==> src/rtl/uart_tx_cke_if.sv <==
// ----------------------------------------------------------------------------
// uart_tx_cke_if
// Word handshake between a producer and the uart_tx_cke serialiser.
//   data  : payload word, sampled by the transmitter on handshake
//   valid : producer has a word waiting in data
//   ready : transmitter can take a word this cycle
// A handshake happens on a rising clock edge with valid and ready both high.
// Modports:
//   master : producer side (drives data/valid, observes ready)
//   slave  : transmitter side (observes data/valid, drives ready)
// ----------------------------------------------------------------------------
interface uart_tx_cke_if #(
  parameter int DATA_BITS = 8
);
  logic [DATA_BITS-1:0] data;
  logic                 valid;
  logic                 ready;

  modport master (output data, output valid, input ready);
  modport slave  (input data, input valid, output ready);
endinterface

==> src/rtl/uart_tx_cke.sv <==
// ----------------------------------------------------------------------------
// uart_tx_cke
// UART transmitter paced by an external bit-rate clock enable. One word is
// accepted per frame and sent as: start(0), DATA_BITS payload bits LSB first,
// optional parity bit, STOP_BITS stop bits(1). Every line symbol lasts exactly
// one cke period; a word accepted while idle waits in SYNC for the next cke
// so the start bit is always a full period long.
// Parameters:
//   DATA_BITS : payload bits per frame (5..9)
//   STOP_BITS : stop bits per frame (1 or 2)
//   PARITY    : 0 none, 1 even, 2 odd
// Ports:
//   clk   : system clock, rising edge
//   rst_  : asynchronous active-low reset, aborts any frame with tx high
//   cke   : one-cycle bit-rate enable pulse
//   bus   : word handshake (slave side: data/valid in, ready out)
//   tx    : registered serial line, idle high
//   busy  : a frame is pending or on the line (inverse of ready)
// ----------------------------------------------------------------------------
module uart_tx_cke #(
  parameter int DATA_BITS = 8,
  parameter int STOP_BITS = 1,
  parameter int PARITY    = 0
) (
  input  logic          clk,
  input  logic          rst_,
  input  logic          cke,
  uart_tx_cke_if.slave  bus,
  output logic          tx,
  output logic          busy
);

  typedef enum logic [2:0] {
    IDLE,
    SYNC,
    START,
    DATA,
    PAR,
    STOP
  } state_e;

  // Counters are wide enough for their terminal count and never wrap.
  localparam int BCW = (DATA_BITS > 1) ? $clog2(DATA_BITS) : 1;
  localparam int SCW = (STOP_BITS > 1) ? $clog2(STOP_BITS) : 1;

  localparam logic [BCW-1:0] BIT_LAST  = BCW'(DATA_BITS - 1);
  localparam logic [SCW-1:0] STOP_LAST = SCW'(STOP_BITS - 1);
  localparam logic           PAR_ODD   = (PARITY == 2);

  state_e               state_q;
  logic                 tx_q;
  logic [DATA_BITS-1:0] shift_q;
  logic [BCW-1:0]       bit_cnt_q;
  logic [SCW-1:0]       stop_cnt_q;
  logic                 par_q;
  logic                 idle;

  assign idle      = (state_q == IDLE);
  assign bus.ready = idle;
  assign busy      = ~idle;
  assign tx        = tx_q;

  // NOTE: every register here is written with <= so all state updates see the
  // pre-edge values of each other; a blocking = would make the result depend
  // on statement order and break the shift/count sequencing.
  // NOTE: the async reset clears all state, including the shift register and
  // counters, so a frame cut short by reset can never resume after release.
  always_ff @(posedge clk or negedge rst_) begin
    if (!rst_) begin
      state_q    <= IDLE;
      tx_q       <= 1'b1;
      shift_q    <= '0;
      bit_cnt_q  <= '0;
      stop_cnt_q <= '0;
      par_q      <= 1'b0;
    end else begin
      case (state_q)
        // Handshake: ready is high only here, so valid alone completes it.
        // A cke in this same cycle is deliberately ignored.
        IDLE: begin
          if (bus.valid) begin
            shift_q <= bus.data;
            state_q <= SYNC;
          end
        end

        SYNC: begin
          if (cke) begin
            tx_q    <= 1'b0;
            state_q <= START;
          end
        end

        // The shift register still holds the whole latched word here, so the
        // parity is taken from it rather than from the live input.
        START: begin
          if (cke) begin
            tx_q      <= shift_q[0];
            par_q     <= (^shift_q) ^ PAR_ODD;
            bit_cnt_q <= '0;
            state_q   <= DATA;
          end
        end

        DATA: begin
          if (cke) begin
            if (bit_cnt_q < BIT_LAST) begin
              shift_q   <= shift_q >> 1;
              tx_q      <= shift_q[1];
              bit_cnt_q <= bit_cnt_q + 1'b1;
            end else if (PARITY != 0) begin
              tx_q    <= par_q;
              state_q <= PAR;
            end else begin
              tx_q       <= 1'b1;
              stop_cnt_q <= '0;
              state_q    <= STOP;
            end
          end
        end

        PAR: begin
          if (cke) begin
            tx_q       <= 1'b1;
            stop_cnt_q <= '0;
            state_q    <= STOP;
          end
        end

        STOP: begin
          if (cke) begin
            if (stop_cnt_q == STOP_LAST) begin
              state_q <= IDLE;
            end else begin
              stop_cnt_q <= stop_cnt_q + 1'b1;
            end
          end
        end

        default: begin
          tx_q    <= 1'b1;
          state_q <= IDLE;
        end
      endcase
    end
  end

endmodule

==> src/flat_wrapper.sv <==
// flat-port wrapper written by rule: the top's interface ports become plain ports
module uart_tx_cke_flat 
#(
  parameter int DATA_BITS = 8,
  parameter int STOP_BITS = 1,
  parameter int PARITY    = 0
)
  (clk, rst_, cke, tx, busy, bus_data, bus_valid, bus_ready);
  uart_tx_cke_if #(.DATA_BITS(DATA_BITS)) bus_i ();
  input  logic clk;
  input  logic rst_;
  input  logic cke;
  output logic tx;
  output logic busy;
  input wire logic [$bits(bus_i.data)-1:0] bus_data;
  input wire logic [$bits(bus_i.valid)-1:0] bus_valid;
  output wire logic [$bits(bus_i.ready)-1:0] bus_ready;
  assign bus_i.data = bus_data;
  assign bus_i.valid = bus_valid;
  assign bus_ready = bus_i.ready;
  uart_tx_cke #(.DATA_BITS(DATA_BITS), .STOP_BITS(STOP_BITS), .PARITY(PARITY)) u_core (.clk(clk), .rst_(rst_), .cke(cke), .bus(bus_i), .tx(tx), .busy(busy));
endmodule
==> config.mk <==
export PLATFORM = sky130hd
export DESIGN_NAME = uart_tx_cke_flat
export DESIGN_NICKNAME = d
export VERILOG_FILES = /design/src/rtl/uart_tx_cke_if.sv /design/src/rtl/uart_tx_cke.sv /design/src/flat_wrapper.sv
export SDC_FILE = /design/constraint.sdc
export NUM_CORES = 1
export LEC_CHECK = 0
export BUFFER_PORTS_ARGS = -buffer_cell sky130_fd_sc_hd__buf_2
export CAP_MARGIN = 30
export CORE_MARGIN = 2
export CORE_UTILIZATION = 57
export CTS_BUF_LIST = sky130_fd_sc_hd__clkbuf_4 sky130_fd_sc_hd__clkbuf_8 sky130_fd_sc_hd__clkbuf_16
export DETAILED_ROUTE_END_ITERATION = 8
export GPL_TIMING_DRIVEN = 0
export PLACE_DENSITY = 0.81
export SLEW_MARGIN = 15
export SYNTH_ARGS = -nofsm -noshare
export SYNTH_HDL_FRONTEND = slang
export SYNTH_SLANG_ARGS = --single-unit
==> constraint.sdc <==
create_clock -name clk -period 2.5 [get_ports clk]
set_input_delay 0.5 -clock clk [delete_from_list [all_inputs] [get_ports clk]]
set_output_delay 0.5 -clock clk [all_outputs]
set_load 0.05 [all_outputs]
==> impl_metrics.ini <==
[clocking]
insertion_delay_ns = 0.29
cts_hold_buf = 0
numCtsBuffers = 3
cts-root-buf = clkbuf_4
clk_pin_slew_ns = 0.09
ctsHtreeMaxLevel = 1
cts.sinks = 15
ctsResizeCount = 0
post_cts_buffers = 0
cts_tree = yes
ctsLongestPathBuffers = 2

[setup_path]
setup.worst_path.class = flip-flop to primary output
cp_data_arrival_time_ns = 1.32
startpoint_type = flip-flop
cp-end-kind = primary output
r2r_end = u_core.shift_q[3]
rr_worst_depth = 5
reg2reg_slack_ns = 1.02
crit_fanout = 10
required_ns = 2.00
worstReg2RegStart = u_core.state_q[0]

[power_and_ir_drop]
power_density_nw_per_um2 = 1160
switching_share = 0.355
irDropWorstVdd_mv = 0.576
power_frac_seq = 0.368
p_clk_frac = 0.131
leakage_uw = 0.000484
power_frac_comb = 0.501
internal_power_uw = 742
p_switching_uw = 408

[synthesis]
synth_ff_type = dfrtp_1
synth_nets = 89
avgSynthCellArea_um2 = 11.5
ys_seq_elements = 15
synth_commonest_cells = dfrtp_1 (14), inv_1 (6), mux2_4 (6)
yosysWarnings = 0
yosysTopAreaCellShare = 0.401
synthArstFlopShare = 1.00
netlist_area_um2 = 875
synth_edf_count = 0
yosysSeqAreaShare = 0.431
synthCells = 76
synth_area_leaders = dfrtp_1 (40%), mux2_4 (10%), buf_6 (5.2%)
synth_most_common_cell = dfrtp_1
yosysTopAreaCell = dfrtp_1
ys_types = 29

[cells_and_area]
design_area_um2 = 995
diodes = 0
drive_gt1_frac = 0.383
finalNetCount = 108
area_growth_pct = 13.7
final_cell_count_no_fill = 110
fillerInstances = 121

[placed_design]
post_dp_cell_area_um2 = 965
dp_hpwl_um = 1100
port_buffers = 14
place_inst = 106
place_congestion = 0.832

[timing]
finalHoldViolCount = 0
fmax_mhz = 550
rsz0062_at_grt = false
tightest_slew_ns = 0.343
setup_tns_ns = 0
drv_slew = 0
max-slew-margin-rel = 0.771
skew_ns = 0.00134
finalCritPeriodShare = 0.727
fin_crit_ns = 1.82
setup_violations = 0

[die]
ios = 15
start_util = 0.594
die_area_um2 = 1860
row_count = 14
coreArea_um2 = 1470
die_x_um = 43.2
die_h_um = 43.2

[grt]
grt_max_degree = 16
grt_pass1_wl_um = 2530
grt-ovfl-total = 0
first_global_vias = 607
antenna_found_initial = 0
grt_util_all_layers = 0.189

[routing]
routed_wl_um = 1470
routed.top_layer = met4
antenna_left = 0
num_vias = 631
wl_met1_um = 653
dr.pass1.iters = 4
wl_met2_um = 736
drtIter0Drc = 2
viasPerCell = 5.74
wl_met3_um = 49
wire_per_inst_um = 13.4
route.detailed.drc = 0

[hold_path]
hold_class = input port to async pin

[status]
status = completed

[flow_run]
max_cap_violations = 0
[metrics by stage]
stage | setup WS [ns] | power [uW] | util | hold WS, ns
2_1_floorplan | 0.346 | 902 | - | 0.204
3_3_place_gp | 0.874 | 983 | 0.656 | 0.423
3_5_place_dp | 0.871 | 1010 | 0.656 | 0.430
4_1_cts | 0.656 | 1160 | 0.676 | 0.109
5_1_grt | 0.632 | 1230 | 0.676 | 0.127
6_report | 0.681 | 1150 | 0.676 | 0.101
[cell usage in the layout, fill, tap and decap left out, types with 2 or more instances in the layout]
cell type,n
dfrtp_1,14
clkbuf_4,4
mux2_2,3
mux2_4,6
nor2_1,4
buf_2,14
nand2_1,4
mux2_1,4
mux2i_1,3
a21oi_1,5
buf_6,4
nor2b_1,2
o21ai_0,4
inv_1,6
[worst max path at each step]
stage,startpoint,end,slack [ns],cells after the start
floorplan,u_core.state_q[0],busy,0.35,3
global placement,cke,u_core.shift_q[4],0.87,5
detailed placement,cke,u_core.shift_q[3],0.87,5
CTS,u_core.state_q[0],bus_ready,0.66,3
global route,u_core.state_q[0],bus_ready,0.63,3
finish,u_core.state_q[0],bus_ready,0.68,3
[state kept, by name (all words and copies together) (netlist names)]
register,cells
u_core.bit_cnt_q,3
u_core.tx,1
u_core.state_q,3
u_core.shift_q,8
[metal layers]
| layer | vias to the layer above | GRT usage |
|---|---|---|
| met5 | - | 0 |
| met4 | 0 | 0.109 |
| met3 | 4 | 0.0383 |
| met2 | 11 | 0.313 |
| met1 | 307 | 0.223 |
| li1 | 309 | - |
[final cells by class]
cell class | instances | area (um^2) | area share
Multi-Input combinational cell | 51 | 430 | 0.433
Inverter | 6 | 22.5 | 0.0226
Sequential cell | 15 | 377 | 0.379
Tap cell | 16 | 20.0 | 0.0201
Clock buffer | 4 | 30.0 | 0.0302
Buffer | 4 | 45.0 | 0.0453
Timing Repair Buffer | 14 | 70.1 | 0.0704
[power groups by stage]
stage	Combinational [uW]	Clock, uW	Sequential, uW
finish	577	151	423
global route	636	162	437
CTS	584	156	423
detailed placement	579	0	427
global placement	563	0	420
floorplan	463	0	439
[logic make-up after synthesis]
| family | share of synthesized area |
|---|---|
| AO/OA/AOI/OAI | 0.116 |
| buffers and inverters | 0.0772 |
| AND/OR/NAND/NOR | 0.123 |
| adder cells (fa/ha/maj) | 0.0257 |
| multiplexers | 0.227 |
| flip-flops | 0.431 |
[critical path: stages, from the launching register on]
cell	delay [ns]
dfrtp_1	0.38
buf_6	0.14
nor3_2	0.21
buf_2	0.30
Note: power is estimated with default switching activity, not from simulation.
